### config.mk
export PLATFORM = sky130hd
export DESIGN_NAME = unidade_busca_flat
export DESIGN_NICKNAME = d
export VERILOG_FILES = /design/src/rtl/unidade_busca_pkg.sv /design/src/rtl/unidade_busca_if.sv /design/src/rtl/unidade_busca_comparador_desvio.sv /design/src/rtl/unidade_busca.sv /design/src/flat_wrapper.sv
export SDC_FILE = /design/constraint.sdc
export NUM_CORES = 1
export LEC_CHECK = 0
export BUFFER_PORTS_ARGS = -buffer_cell sky130_fd_sc_hd__clkbuf_2
export CAP_MARGIN = 40
export CORE_AREA = 2 2 154 156
export CTS_CLUSTER_DIAMETER = 200
export DETAILED_ROUTE_END_ITERATION = 7
export DIE_AREA = 0 0 156 158
export HOLD_SLACK_MARGIN = 0.06
export PLACE_DENSITY_LB_ADDON = 0.3
export SLEW_MARGIN = 20
export SYNTH_ARGS = -nofsm -noshare
export SYNTH_HDL_FRONTEND = slang
export SYNTH_SLANG_ARGS = --single-unit
### constraint.sdc
create_clock -name Clk -period 2.9 [get_ports Clk]
set_input_delay 0.58 -clock Clk [delete_from_list [all_inputs] [get_ports Clk]]
set_output_delay 0.58 -clock Clk [all_outputs]
set_load 0.05 [all_outputs]
### src/rtl/unidade_busca_pkg.sv
// unidade_busca_pkg: shared types for the fetch/branch unit.
package unidade_busca_pkg;

    typedef enum logic [2:0] {
        BEQ  = 3'b000,
        BNE  = 3'b001,
        BLT  = 3'b100,
        BGE  = 3'b101,
        BLTU = 3'b110,
        BGEU = 3'b111
    } branch_op_t;

    typedef enum logic [1:0] {
        IDLE,
        REQ,
        HOLD
    } fetch_state_t;

endpackage

### src/rtl/unidade_busca_if.sv
// unidade_busca_if: control, branch and instruction-memory signals of the fetch unit.
// TrapMisaligned exists only when UNIDADE_BUSCA_MISALIGN_TRAP_EN is defined.
interface unidade_busca_if #(
    parameter int XLEN = 64,
    parameter int ILEN = 32
);
    logic            Fetch;
    logic            PCWrite;
    logic            PCWriteCond;
    logic [2:0]      BranchOp;
    logic [XLEN-1:0] OpA;
    logic [XLEN-1:0] OpB;
    logic [XLEN-1:0] Target;
    logic [XLEN-1:0] IMemAddr;
    logic            IMemReq;
    logic            IMemAck;
    logic [ILEN-1:0] IMemData;
    logic [ILEN-1:0] Instr;
    logic [XLEN-1:0] InstrPC;
    logic            InstrValid;
    logic            Busy;
    logic            BranchTaken;
`ifdef UNIDADE_BUSCA_MISALIGN_TRAP_EN
    logic            TrapMisaligned;
`endif

    modport slave (
        input  Fetch, PCWrite, PCWriteCond, BranchOp, OpA, OpB, Target, IMemAck, IMemData,
`ifdef UNIDADE_BUSCA_MISALIGN_TRAP_EN
        output TrapMisaligned,
`endif
        output IMemAddr, IMemReq, Instr, InstrPC, InstrValid, Busy, BranchTaken
    );

    modport master (
        output Fetch, PCWrite, PCWriteCond, BranchOp, OpA, OpB, Target, IMemAck, IMemData,
`ifdef UNIDADE_BUSCA_MISALIGN_TRAP_EN
        input  TrapMisaligned,
`endif
        input  IMemAddr, IMemReq, Instr, InstrPC, InstrValid, Busy, BranchTaken
    );
endinterface

### src/rtl/unidade_busca_comparador_desvio.sv
// comparador_desvio: RV64 branch condition evaluator (funct3 encoding).
module comparador_desvio
    import unidade_busca_pkg::*;
#(
    parameter int XLEN = 64
) (
    input  logic [XLEN-1:0] OpA,
    input  logic [XLEN-1:0] OpB,
    input  logic [2:0]      BranchOp,
    output logic            Cond
);
    logic w_eq;
    logic w_lt;
    logic w_ltu;

    always_comb begin
        w_eq  = OpA == OpB;
        w_lt  = $signed(OpA) < $signed(OpB);
        w_ltu = OpA < OpB;
        Cond  = (BranchOp == BEQ)  ?  w_eq  :
                (BranchOp == BNE)  ? !w_eq  :
                (BranchOp == BLT)  ?  w_lt  :
                (BranchOp == BGE)  ? !w_lt  :
                (BranchOp == BLTU) ?  w_ltu :
                (BranchOp == BGEU) ? !w_ltu : 1'b0;
    end
endmodule

### src/rtl/unidade_busca.sv
// unidade_busca: PC register, instruction fetch handshake, IR and branch redirect.
// Define UNIDADE_BUSCA_MISALIGN_TRAP_EN to trap redirects to non-word-aligned targets.
module unidade_busca
    import unidade_busca_pkg::*;
#(
    parameter int              XLEN         = 64,
    parameter int              ILEN         = 32,
    parameter logic [XLEN-1:0] RESET_VECTOR = '0,
    parameter int              PC_STEP      = 4
) (
    input  logic          Clk,
    input  logic          Reset_n,
    unidade_busca_if.slave bus
);
    fetch_state_t    r_state;
    fetch_state_t    w_next;
    logic [XLEN-1:0] r_pc;
    logic [ILEN-1:0] r_instr;
    logic [XLEN-1:0] r_instr_pc;
    logic            r_valid;
    logic            r_taken;
    logic            w_cond;
    logic            w_busy;
    logic            w_want;
    logic            w_redir;
    logic            w_mis;
    logic            w_apply;
    logic            w_ack;

    comparador_desvio #(.XLEN(XLEN)) u_cmp (
        .OpA      (bus.OpA),
        .OpB      (bus.OpB),
        .BranchOp (bus.BranchOp),
        .Cond     (w_cond)
    );

    always_comb begin
        w_busy  = r_state == REQ;
        w_ack   = w_busy && bus.IMemAck;
        w_want  = bus.PCWrite || (bus.PCWriteCond && w_cond);
        w_redir = !w_busy && w_want;
`ifdef UNIDADE_BUSCA_MISALIGN_TRAP_EN
        w_mis   = bus.Target[1:0] != 2'b00;
`else
        w_mis   = 1'b0;
`endif
        w_apply = w_redir && !w_mis;
    end

    always_ff @(posedge Clk or negedge Reset_n) begin
        if (!Reset_n)
            r_state <= IDLE;
        else
            r_state <= w_next;
    end

    always_comb begin
        w_next = r_state;
        if (w_busy)
            w_next = bus.IMemAck ? HOLD : REQ;
        else if (bus.Fetch)
            w_next = REQ;
    end

    always_comb begin
        bus.Busy        = w_busy;
        bus.IMemReq     = w_busy;
        bus.IMemAddr    = r_pc;
        bus.Instr       = r_instr;
        bus.InstrPC     = r_instr_pc;
        bus.InstrValid  = r_valid;
        bus.BranchTaken = r_taken;
    end

    always_ff @(posedge Clk or negedge Reset_n) begin
        if (!Reset_n) begin
            r_pc       <= RESET_VECTOR;
            r_instr    <= '0;
            r_instr_pc <= '0;
            r_valid    <= 1'b0;
            r_taken    <= 1'b0;
        end else begin
            r_taken <= w_apply;
            if (w_ack) begin
                r_instr    <= bus.IMemData;
                r_instr_pc <= r_pc;
                r_pc       <= r_pc + XLEN'(PC_STEP);
                r_valid    <= 1'b1;
            end else if (w_apply) begin
                r_pc    <= bus.Target;
                r_valid <= 1'b0;
            end
        end
    end

`ifdef UNIDADE_BUSCA_MISALIGN_TRAP_EN
    logic r_trap;

    always_ff @(posedge Clk or negedge Reset_n) begin
        if (!Reset_n)
            r_trap <= 1'b0;
        else
            r_trap <= w_redir && w_mis;
    end

    assign bus.TrapMisaligned = r_trap;
`endif

    // A redirect during an outstanding fetch is dropped; flag it so control bugs surface.
    a_redir_busy: assert property (@(posedge Clk) disable iff (!Reset_n) !(w_busy && w_want))
        else $warning("redirect ignored while fetch in flight");
endmodule

### src/flat_wrapper.sv
// flat-port wrapper written by rule: the top's interface ports become plain ports
module unidade_busca_flat import unidade_busca_pkg::*;
#(
    parameter int              XLEN         = 64,
    parameter int              ILEN         = 32,
    parameter logic [XLEN-1:0] RESET_VECTOR = '0,
    parameter int              PC_STEP      = 4
)
  (Clk, Reset_n, bus_Fetch, bus_PCWrite, bus_PCWriteCond, bus_BranchOp, bus_OpA, bus_OpB, bus_Target, bus_IMemAck, bus_IMemData, bus_IMemAddr, bus_IMemReq, bus_Instr, bus_InstrPC, bus_InstrValid, bus_Busy, bus_BranchTaken);
  unidade_busca_if #(.XLEN(XLEN), .ILEN(ILEN)) bus_i ();
  input  logic Clk;
  input  logic Reset_n;
  input wire logic [$bits(bus_i.Fetch)-1:0] bus_Fetch;
  input wire logic [$bits(bus_i.PCWrite)-1:0] bus_PCWrite;
  input wire logic [$bits(bus_i.PCWriteCond)-1:0] bus_PCWriteCond;
  input wire logic [$bits(bus_i.BranchOp)-1:0] bus_BranchOp;
  input wire logic [$bits(bus_i.OpA)-1:0] bus_OpA;
  input wire logic [$bits(bus_i.OpB)-1:0] bus_OpB;
  input wire logic [$bits(bus_i.Target)-1:0] bus_Target;
  input wire logic [$bits(bus_i.IMemAck)-1:0] bus_IMemAck;
  input wire logic [$bits(bus_i.IMemData)-1:0] bus_IMemData;
  output wire logic [$bits(bus_i.IMemAddr)-1:0] bus_IMemAddr;
  output wire logic [$bits(bus_i.IMemReq)-1:0] bus_IMemReq;
  output wire logic [$bits(bus_i.Instr)-1:0] bus_Instr;
  output wire logic [$bits(bus_i.InstrPC)-1:0] bus_InstrPC;
  output wire logic [$bits(bus_i.InstrValid)-1:0] bus_InstrValid;
  output wire logic [$bits(bus_i.Busy)-1:0] bus_Busy;
  output wire logic [$bits(bus_i.BranchTaken)-1:0] bus_BranchTaken;
  assign bus_i.Fetch = bus_Fetch;
  assign bus_i.PCWrite = bus_PCWrite;
  assign bus_i.PCWriteCond = bus_PCWriteCond;
  assign bus_i.BranchOp = bus_BranchOp;
  assign bus_i.OpA = bus_OpA;
  assign bus_i.OpB = bus_OpB;
  assign bus_i.Target = bus_Target;
  assign bus_i.IMemAck = bus_IMemAck;
  assign bus_i.IMemData = bus_IMemData;
  assign bus_IMemAddr = bus_i.IMemAddr;
  assign bus_IMemReq = bus_i.IMemReq;
  assign bus_Instr = bus_i.Instr;
  assign bus_InstrPC = bus_i.InstrPC;
  assign bus_InstrValid = bus_i.InstrValid;
  assign bus_Busy = bus_i.Busy;
  assign bus_BranchTaken = bus_i.BranchTaken;
  unidade_busca #(.XLEN(XLEN), .ILEN(ILEN), .RESET_VECTOR(RESET_VECTOR), .PC_STEP(PC_STEP)) u_core (.Clk(Clk), .Reset_n(Reset_n), .bus(bus_i));
endmodule
# --- Yosys cells after proc, flatten, opt, wreduce, memory -nomap -nowiden ---
# Index checks and enable logic that the tools add are counted.
totals:
  reg_bits: 164
  inputBits: 233
op_classes:
  n_lt_le_gt_ge: 2
  addsub: 1
  n_reduce_logical: 11
  n_mux: 13
  eq_ne: 7
op_table:
  columns: ["cell", "count"]
  rows:
  - ["< comparator 64 bit", 2]
  - ["2-to-1 mux 64 bit", 2]
  - ["adder 64 x 3 -> 64 bit, second input constant", 1]
  - ["equality test 64 bit", 1]
  - ["equality test 3 bit, second input constant", 4]
  - ["2-to-1 mux 1 bit", 8]
  - ["2-to-1 mux 2 bit", 3]
  - ["zero test 1 bit", 4]
  - ["nonzero test 2 bit", 2]
  - ["equality test 3 x 1 -> 1 bit, second input constant", 1]
  - ["logical AND 1 bit", 3]
  - ["zero test 3 bit", 1]
  - ["equality test 2 x 1 -> 1 bit, second input constant", 1]
  - ["logical OR 1 bit", 1]

# --- Depth between registers and ports, before layout ---
# Gate-level depths: netlist (run 1).
depth:
  word_depth: 13
  mapped_depth: 13
  depth_no_buf: 11

# --- Hierarchy ---
# Synthesis (run 1) repeated with hierarchy kept, for this count alone.
unflattened:
  hier_cells: 1153
  hier_area_um2: 9534.1
modules_own_cells:
  columns: ["mod", "cells_per_inst", "area_each_um2", "instances"]
  rows:
  - ["unidade_busca", 918, 7872.6, 1]
  - ["comparador_desvio", 235, 1661.6, 1]

# --- Worst setup path before layout (run 1) ---
# No wires, ideal clock.
synth_timing:
  kind: "input-to-reg"
  from: "input bus_OpB[13]"
  to: "register u_core.r_pc[30] (netlist: u_core.bus.IMemAddr[30])"
  slack_ns: -0.309
  setup_ns: 0.123
  path_stages: 12
  t_arrival_ns: 3.086
  path_buffers: 1
  cell_sequence: "inv_1 > ha_1 > a21o_1 > a21o_1 > a221o_1 > o31ai_1 > a41oi_1 > or3_1 > a31oi_4 > buf_2 > nand2_1 > o221a_2"
synth_between:
  elab_chain_cells: 12
  elab_cells_between_ends: 16
  classes_between: "2 x order compare; 1 x eq/ne; 6 x mux; 7 x reduce/logical"
synth_rtl:
  columns: ["element", "line", "rtl"]
  rows:
  - ["from (decl)", "flat_wrapper.sv:18", "input wire logic [$bits(bus_i.OpB)-1:0] bus_OpB;"]
  - ["< comparator 64 bit", "unidade_busca_comparador_desvio.sv:19", "w_ltu = OpA < OpB;"]
  - ["zero test 1 bit", "unidade_busca_comparador_desvio.sv:25", "(BranchOp == BGEU) ? !w_ltu : 1'b0;"]
  - ["2-to-1 mux 1 bit", "unidade_busca_comparador_desvio.sv:25", null]
  - ["2-to-1 mux 1 bit", "unidade_busca_comparador_desvio.sv:24", "(BranchOp == BLTU) ? w_ltu :"]
  - ["2-to-1 mux 1 bit", "unidade_busca_comparador_desvio.sv:23", "(BranchOp == BGE) ? !w_lt :"]
  - ["2-to-1 mux 1 bit", "unidade_busca_comparador_desvio.sv:22", "(BranchOp == BLT) ? w_lt :"]
  - ["2-to-1 mux 1 bit", "unidade_busca_comparador_desvio.sv:21", "(BranchOp == BNE) ? !w_eq :"]
  - ["2-to-1 mux 1 bit (*)", "unidade_busca_comparador_desvio.sv:20", "Cond = (BranchOp == BEQ) ? w_eq :"]
  - ["logical AND 1 bit (*)", "unidade_busca.sv:40", "w_want = bus.PCWrite || (bus.PCWriteCond && w_cond);"]
  - ["logical OR 1 bit (*)", "unidade_busca.sv:40", null]
  - ["logical AND 1 bit (*)", "unidade_busca.sv:41", "w_redir = !w_busy && w_want;"]
  - ["nonzero test 2 bit (no source line) (*)", null, null]
  - ["to (signal assigned)", "unidade_busca.sv:87", "r_pc <= r_pc + XLEN'(PC_STEP);"]
  - ["to (signal assigned)", "unidade_busca.sv:90", "r_pc <= bus.Target;"]
  - ["to (decl)", "unidade_busca.sv:17", "logic [XLEN-1:0] r_pc;"]
# Mark *: on every way between the ends. The rest lies on a longest branch, timed or not.
# A chain may end at the register's enable or synchronous reset.

# --- Worst setup path in the final report (run 1) ---
layout_timing:
  from: "input bus_OpB[9]"
  to: "register u_core.r_pc[57] (netlist: u_core.bus.IMemAddr[57])"
# The elaborated chain is that of the path after synthesis.

==> metrics.log, run 1 <==
[metrics] result of the run: complete, but fails checks
[metrics] violated checks: setup timing
[metrics] initial antenna violation count: 0
[metrics] num ports: between 300 and 400
[metrics] leading cell type by number of instances after synthesis: sky130_fd_sc_hd__nand2_1
[metrics] Pwr Density: between 1000 and 1500 nW/um^2
[metrics] clock slew at the register clock pins of the worst setup and hold paths: ~0.070 ns
[metrics] most used standard cells in the synthesized netlist: sky130_fd_sc_hd__nand2_1 (334), sky130_fd_sc_hd__dfrtp_1 (164), sky130_fd_sc_hd__inv_1 (89)
[metrics] Layout Cell Area excl Fill: 13,400 sq um
[metrics] r2r endpoint: u_core.bus.IMemAddr[41]
[metrics] worst-case register-to-register setup slack: around 0.12 ns
[metrics] Slew @ Worst Pin: ~0.67 ns
[metrics] CTS tree: done
[metrics] count of routing violations after the opening detailed-route iteration: a little over 600
[metrics] classification of the worst-slack hold path: input pin to asynchronous set/reset pin
[metrics] number of fill cells: 2,069
[metrics] hold bufs inserted after CTS: 0
[metrics] sequential standard cell area: 4110 sq um
[metrics] Post-route DRC: 0
[metrics] Max Clk Rate: between 300 and 400 MHz
[metrics] Final Max Tran Viols: 0
[metrics] footprint of the multi-input gates: between 5000 and 6000 sq um
[metrics] total die area: between 20,000 and 25,000 sq um
[metrics] sequential cell area fraction in the yosys report: 0.454
[metrics] Critical Path RT: 3.21 ns
[metrics] nets@finish: 1,836
[metrics] number of warning messages in the yosys log: 0
[metrics] gate count of the mapped netlist: 1,085
[metrics] fin util: 0.583
[metrics] total nets after synthesis: approximately 1,400
[metrics] time the worst path needs with I/O delays and setup: about 3 ns
[metrics] clock tree skew after final layout: approximately 0.02 ns
[metrics] Final ANT Viol Nets: 0
[metrics] placed instance area: roughly 12,000 sq um
[metrics] maximum number of pins on one net before global-route repair: 111
[metrics] final hold violations: 0
[metrics] maximum buffer depth of the clock tree: 2
[metrics] Async S/R FF share, synth: 1.00
[metrics] number of iterations in the first detailed-routing pass: 5
[metrics] Post-Synthesis Cell Area: ~9000 sq um
[metrics] most used flip-flop cell after synthesis: sky130_fd_sc_hd__dfrtp_1
[metrics] CTS Buf Count: 17
[metrics] area of the core: 23,100 sq um
[metrics] number of global-route vias before repair: between 9,000 and 10,000
[metrics] number of maximum-capacitance violations: 0
[metrics] final routed wirelength across all metal layers: roughly 31,000 um
[metrics] unrepaired setup endpoints after global routing: yes
[metrics] average vias per placed instance: roughly 5.1
[metrics] Worst VDD drop: ~0.64 mV
[metrics] Max FO, Critical Path: 10
[metrics] cell-by-cell trace of the critical path: clkbuf_2 -> inv_2 -> ha_4 -> nand4_1 -> buf_4 -> nor4_4 -> buf_4 -> nand3_4 -> or4_4 -> and3_4 -> nor2_4 -> a31oi_4 -> buf_12 -> buf_12 -> nor3b_1 -> a221o_1
[metrics] top cell type's share of synthesized area: 0.454
[metrics] Slowest-stage cell, CP: sky130_fd_sc_hd__or4_4
[metrics] post-synthesis to final-layout area growth: 48.6%
[metrics] Yosys top cell by area: sky130_fd_sc_hd__dfrtp_1
[metrics] clock network latency to the later pin of the worst-skew pair: 0.44 ns
[metrics] number of synthesized flops with an enable pin: 0
[metrics] first-pass GRT wire length: 47,100 um
[metrics] Overall Global Routing Usage: 0.243
[metrics] Setup CP Type: input pin to flip-flop
[metrics] smallest setup slack after layout: -0.0810 ns
[metrics] period utilization: 1.03
[metrics] total via count after detailed routing: 9,415
[metrics] starting density of the core: 0.392
[metrics] maximum cell stage delay along the critical path: ~0.42 ns
[metrics] number of library cell types mapped by synthesis: 56
[metrics] Startpoint Class: input pin
[metrics] data arrival time of the critical path: around 3.3 ns
[metrics] WL per Instance: between 15 and 20 um
[metrics] Rel. slew slack: 0.550
[metrics] Die Y-Extent: roughly 160 um
[metrics] total grt overflow: 0
[metrics] final count of negative-setup-slack endpoints: 28
[metrics] final HPWL from detailed placement: 23,300 um
[metrics] clock sink count: approximately 160
[metrics] DIE WIDTH: between 150 and 200 um
[metrics] number of standard-cell rows in the floorplan: 56
[metrics] weighted congestion at the end of routability-driven global placement: 0.843
[metrics] Worst Setup End Kind: flip-flop
[metrics] count of input and output buffers: between 300 and 400
[metrics] number of inserted diodes: 0
[metrics] Yosys reg bits: between 150 and 200
[metrics] mean instance size in the synthesized netlist: between 8 and 9 sq um
[metrics] Area contributors post-synth: sky130_fd_sc_hd__dfrtp_1 (45%), sky130_fd_sc_hd__nand2_1 (14%), sky130_fd_sc_hd__ha_1 (9.0%)
[metrics] number of levels the H-tree was split into: 4
[metrics] master cell of the clock root buffer: sky130_fd_sc_hd__clkbuf_16
[metrics] Leak: just over 7 nW
[metrics] share of post-route cells with drive strength above 1: 0.410
[metrics] Worst Reg2Reg Path Length in Cells: 8
[metrics] Critical R2R Launch: u_core.bus.IMemAddr[23]
## cell usage in the layout, fill, tap and decap left out, types with 6 or more instances in the layout
master / n
sky130_fd_sc_hd__xnor2_1: 6
sky130_fd_sc_hd__ha_1: 48
sky130_fd_sc_hd__clkbuf_2: 386
sky130_fd_sc_hd__nand4_1: 27
sky130_fd_sc_hd__a31oi_1: 8
sky130_fd_sc_hd__o21ai_1: 7
sky130_fd_sc_hd__ha_4: 17
sky130_fd_sc_hd__nand2_1: 330
sky130_fd_sc_hd__buf_4: 57
sky130_fd_sc_hd__buf_6: 11
sky130_fd_sc_hd__nor3_1: 10
sky130_fd_sc_hd__and4_1: 10
sky130_fd_sc_hd__inv_2: 12
sky130_fd_sc_hd__nor4_1: 8
sky130_fd_sc_hd__a211oi_1: 8
sky130_fd_sc_hd__o21ai_0: 22
sky130_fd_sc_hd__o221ai_2: 7
sky130_fd_sc_hd__inv_1: 74
sky130_fd_sc_hd__dfrtp_1: 158
sky130_fd_sc_hd__buf_12: 15
sky130_fd_sc_hd__nor2_1: 58
sky130_fd_sc_hd__a21oi_1: 51
sky130_fd_sc_hd__clkbuf_16: 19
sky130_fd_sc_hd__nand3_2: 7
sky130_fd_sc_hd__and3_1: 9
sky130_fd_sc_hd__a21oi_2: 14
sky130_fd_sc_hd__nand3_1: 22
sky130_fd_sc_hd__dfrtp_2: 6
## worst max-delay path: cells and delay by family
family,cells,cell delay [ns]
and+or+nand+nor,7,1.34
buffers and inverters,6,0.80
AOI/OAI and AO/OA,2,0.31
adders and majority gates,1,0.26
## metrics by stage
step                      instances  power [mW]  setup TNS (ns)  hold slack [ns]  setup slack, ns
after detailed placement       1792        13.1          -37.51            0.462           -0.667
after CTS                      1834        15.8          -0.890            0.112          -0.0717
final                          1840        16.0          -0.971           0.0927          -0.0810
after global placement         1792        13.0          -32.13            0.457           -0.586
after global routing           1840        16.9           -5.90            0.125           -0.171
after floorplan                1085        10.5           -4.19            0.284           -0.125
## routing by layer
metal  GRT usage  vias to the layer above  wire (um)
met5           0                        -          0
met4      0.0642                        0        444
met3      0.0608                       32       2260
met2       0.437                      373      15700
met1       0.291                     4412      12600
li1            -                     4598          -
## where the power goes
part / switching [mW] / internal [mW]
clock network: 1.04 / 1.38
registers: 1.04 / 3.40
logic: 6.61 / 2.55
## area by class of cell
type,instances,share of cell area
clock buffer,17,0.0316
clock inverter,14,0.0143
inverter,90,0.0264
multi-input combinational,786,0.375
sequential,164,0.306
tap,290,0.0270
timing repair buffer,479,0.219
## sequential cells by signal (all words and copies together) (netlist names)
signal / cells
u_core.bus.Instr: 32
u_core.bus.IMemAddr: 64
u_core.bus.InstrPC: 64
u_core.r_state: 2
u_core.bus.InstrValid: 1
u_core.bus.BranchTaken: 1
## repair_timing
| action | 4_1_cts | 5_1_grt |
|---|---|---|
| endpoints found under the hold margin | 0 | 0 |
| endpoints found under the setup margin | 65 | 65 |
| cloned | 1 | 2 |
| pin swaps | 18 | 12 |
| setup buffers | 10 | 6 |
| resized for setup | 55 | 62 |
## how the worst max path moves through the flow
stage	start	to	slack (ns)	depth (start not counted)
4_1_cts	bus_OpB[13]	u_core.bus.IMemAddr[10]	-0.07	15
3_5_place_dp	bus_OpB[12]	u_core.bus.IMemAddr[10]	-0.67	16
2_1_floorplan	bus_OpA[13]	u_core.bus.IMemAddr[0]	-0.12	10
6_report	bus_OpB[9]	u_core.bus.IMemAddr[57]	-0.08	16
3_3_place_gp	bus_OpB[15]	u_core.bus.IMemAddr[30]	-0.59	15
5_1_grt	bus_OpB[13]	u_core.bus.IMemAddr[32]	-0.17	16
## cell families (layout without fill, tap and decap cells)
family	count (synthesis)	after routing	share of synthesized area
adder cells (fa/ha/maj)	65	65	0.0899
AND/OR/NAND/NOR	528	528	0.256
multiplexers	2	2	0.00249
XOR/XNOR	9	9	0.00871
AO/OA/AOI/OAI	182	182	0.130
flip-flops	164	164	0.454
buffers and inverters	135	600	0.0591
No activity file was read; power rests on OpenSTA's default activity.
==> run 2, diff against run 1 <==
--- a/config.mk
+++ b/config.mk
@@ -5,14 +5,15 @@
 export SDC_FILE = /design/constraint.sdc
 export NUM_CORES = 1
 export LEC_CHECK = 0
-export BUFFER_PORTS_ARGS = -buffer_cell sky130_fd_sc_hd__clkbuf_2
+export BUFFER_PORTS_ARGS = -buffer_cell sky130_fd_sc_hd__buf_2
 export CAP_MARGIN = 40
-export CORE_AREA = 2 2 154 156
+export CORE_AREA = 2 2 155 157
+export CTS_BUF_LIST = sky130_fd_sc_hd__clkbuf_4 sky130_fd_sc_hd__clkbuf_8
 export CTS_CLUSTER_DIAMETER = 200
 export DETAILED_ROUTE_END_ITERATION = 7
-export DIE_AREA = 0 0 156 158
+export DIE_AREA = 0 0 157 159
 export HOLD_SLACK_MARGIN = 0.06
-export PLACE_DENSITY_LB_ADDON = 0.3
+export PLACE_DENSITY = 0.68
 export SLEW_MARGIN = 20
 export SYNTH_ARGS = -nofsm -noshare
 export SYNTH_HDL_FRONTEND = slang
==> metrics.log, run 2 (synthesized netlist as in run 1, its figures left out) <==
[metrics] area of the core: 23,200 sq um
[metrics] highest routed layer: met4
[metrics] commonest non-fill, non-tap cells in the layout: sky130_fd_sc_hd__buf_2 (381), sky130_fd_sc_hd__nand2_1 (328), sky130_fd_sc_hd__dfrtp_1 (158)
[metrics] number of levels the H-tree was split into: 4
[metrics] share of post-route cells with drive strength above 1: 0.422
[metrics] most frequent standard cell in the layout excluding fill and tap cells: sky130_fd_sc_hd__buf_2
[metrics] CTS Buf Count: 17
[metrics] total via count after detailed routing: between 9,000 and 10,000
[metrics] Max Clk Rate: around 330 MHz
[metrics] final count of negative-setup-slack endpoints: 34
[metrics] post-synthesis to final-layout area growth: 49.6%
[metrics] weighted congestion at the end of routability-driven global placement: 0.856
[metrics] CTS tree: done
[metrics] nets@finish: 1,844
[metrics] number of global-route vias before repair: slightly above 9,000
[metrics] total die area: roughly 25,000 sq um
[metrics] Worst VDD drop: between 0.6 and 0.7 mV
[metrics] num ports: roughly 400
[metrics] detailed route wirelength on metal2: around 16,000 um
[metrics] result of the run: complete, but fails checks
[metrics] time the worst path needs with I/O delays and setup: a little over 3 ns
[metrics] Setup CP Type: input pin to flip-flop
[metrics] unrepaired setup endpoints after global routing: yes
[metrics] period utilization: 1.05
[metrics] DIE WIDTH: 157 um
[metrics] Worst Setup End Kind: flip-flop
[metrics] placed insts: 1,823
[metrics] smallest setup slack after layout: -0.142 ns
[metrics] clock sink count: between 150 and 200
[metrics] number of iterations in the first detailed-routing pass: 4
[metrics] Slew @ Worst Pin: a little over 0.8 ns
[metrics] Startpoint Class: input pin
[metrics] data arrival time of the critical path: 3.42 ns
[metrics] clock network latency to the later pin of the worst-skew pair: roughly 0.47 ns
[metrics] clock tree skew after final layout: ~0.016 ns
[metrics] maximum buffer depth of the clock tree: 2
[metrics] Die Y-Extent: 159 um
[metrics] starting density of the core: 0.390
[metrics] Max FO, Critical Path: 8
[metrics] Pwr Density: about 1100 nW/um^2
[metrics] count of input and output buffers: 396
[metrics] initial antenna violation count: 3
[metrics] Post-route DRC: 0
[metrics] number of maximum-capacitance violations: 0
[metrics] classification of the worst-slack hold path: input pin to asynchronous set/reset pin
[metrics] Final Max Tran Viols: 0
[metrics] Rel. slew slack: 0.450
[metrics] number of standard-cell rows in the floorplan: between 50 and 60
[metrics] total grt overflow: 0
[metrics] final HPWL from detailed placement: between 20,000 and 25,000 um
[metrics] final routed wirelength across all metal layers: 32,000 um
[metrics] final hold violations: 0
[metrics] met1 routed wirelength after detailed routing: roughly 13,000 um
[metrics] routed length on met3: roughly 2500 um
[metrics] Critical Path RT: 3.27 ns
[metrics] fin util: 0.583
[metrics] clock slew at the register clock pins of the worst setup and hold paths: approximately 0.1 ns
[metrics] master cell of the clock root buffer: sky130_fd_sc_hd__clkbuf_8
[metrics] Leak: 6.95 nW
[metrics] maximum number of pins on one net before global-route repair: 67
[metrics] count of routing violations after the opening detailed-route iteration: ~570
[metrics] Final ANT Viol Nets: 0
[metrics] filler-free cell count of the finished design: between 1,500 and 2,000
[metrics] first-pass GRT wire length: approximately 47,000 um
[metrics] average vias per placed instance: between 5 and 6
[metrics] Design Power: between 15 and 20 mW
[metrics] Overall Global Routing Usage: 0.239
[metrics] violated checks: setup timing
[metrics] WL per Instance: between 15 and 20 um
-- run 2: changes by cell type in the layout (fill, tap and decap cells not counted), sizes merged --
cell / before / now
buf: 87 / 482
clkbuf: 409 / 23
diode: 0 / 3
bufinv: 3 / 2
inv: 95 / 96
-- run 2: layout make-up --
class | instances | area, sq um
fillers | 2080 | 9660
multi-input cells | 786 | 5220
flip-flops and latches | 164 | 4110
repair buffers | 487 | 3040
well taps | 319 | 399
inverters | 90 | 353
clock buffers | 18 | 241
clock inverters | 14 | 166
diodes | 3 | 7.51
-- run 2: critical path, stage by stage --
cell	delay (ns)
sky130_fd_sc_hd__buf_2	0.08
sky130_fd_sc_hd__inv_1	0.04
sky130_fd_sc_hd__ha_1	0.28
sky130_fd_sc_hd__nand4_1	0.18
sky130_fd_sc_hd__nor2_1	0.08
sky130_fd_sc_hd__a221o_1	0.33
sky130_fd_sc_hd__o31ai_2	0.26
sky130_fd_sc_hd__a41oi_2	0.21
sky130_fd_sc_hd__or3_4	0.42
sky130_fd_sc_hd__a31oi_4	0.21
sky130_fd_sc_hd__buf_12	0.15
sky130_fd_sc_hd__buf_12	0.13
sky130_fd_sc_hd__buf_6	0.11
sky130_fd_sc_hd__buf_8	0.11
sky130_fd_sc_hd__nor2_4	0.03
sky130_fd_sc_hd__a311oi_1	0.21
-- run 2: report_power, final --
group	total, mW	internal (mW)	switching [mW]
clock	1.76	0.802	0.961
sequential	4.40	3.39	1.01
combinational	9.29	2.64	6.65
-- run 2: final timing paths --
check                                         from                 endpoint  slack [ns]  cells after the start
max                                    bus_OpB[15]  u_core.bus.IMemAddr[59]       -0.14                     16
min                                        Reset_n   u_core.bus.InstrPC[57]         0.1                      1
max reg2reg                u_core.bus.IMemAddr[23]  u_core.bus.IMemAddr[57]        0.06                      9
min reg2reg                   u_core.bus.Instr[16]     u_core.bus.Instr[16]        0.47                      2
max in group asynchronous                  Reset_n  u_core.bus.IMemAddr[16]        2.06                      2
min in group Clk                  bus_IMemData[26]     u_core.bus.Instr[26]        0.30                      3
-- run 2: per-layer routing --
| layer | vias up | global-route usage |
|---|---|---|
| met1 | 4513 | 0.286 |
| met2 | 404 | 0.418 |
| met3 | 54 | 0.0634 |
| met4 | 0 | 0.0726 |
| met5 | - | 0 |
| li1 | 4616 | - |
-- run 2: repair_timing --
| item | CTS | global route |
|---|---|---|
| pin swaps | 3 | 57 |
| hold endpoints to repair | 0 | 0 |
| gates cloned | 0 | 6 |
| resized for setup | 3 | 152 |
| setup buffers | 0 | 19 |
| hold buffers | 0 | 0 |
| setup endpoints to repair | 4 | 65 |
-- run 2: through the flow --
step	cell area, sq um	hold WS (ns)	TNS (ns)	setup WS [ns]
2_1_floorplan	9300	0.284	-4.19	-0.125
3_3_place_gp	12100	0.453	-26.76	-0.507
3_5_place_dp	12100	0.457	-28.76	-0.566
4_1_cts	12500	0.0970	0	0.00190
5_1_grt	13500	0.119	-8.41	-0.254
6_report	13500	0.0982	-1.86	-0.142
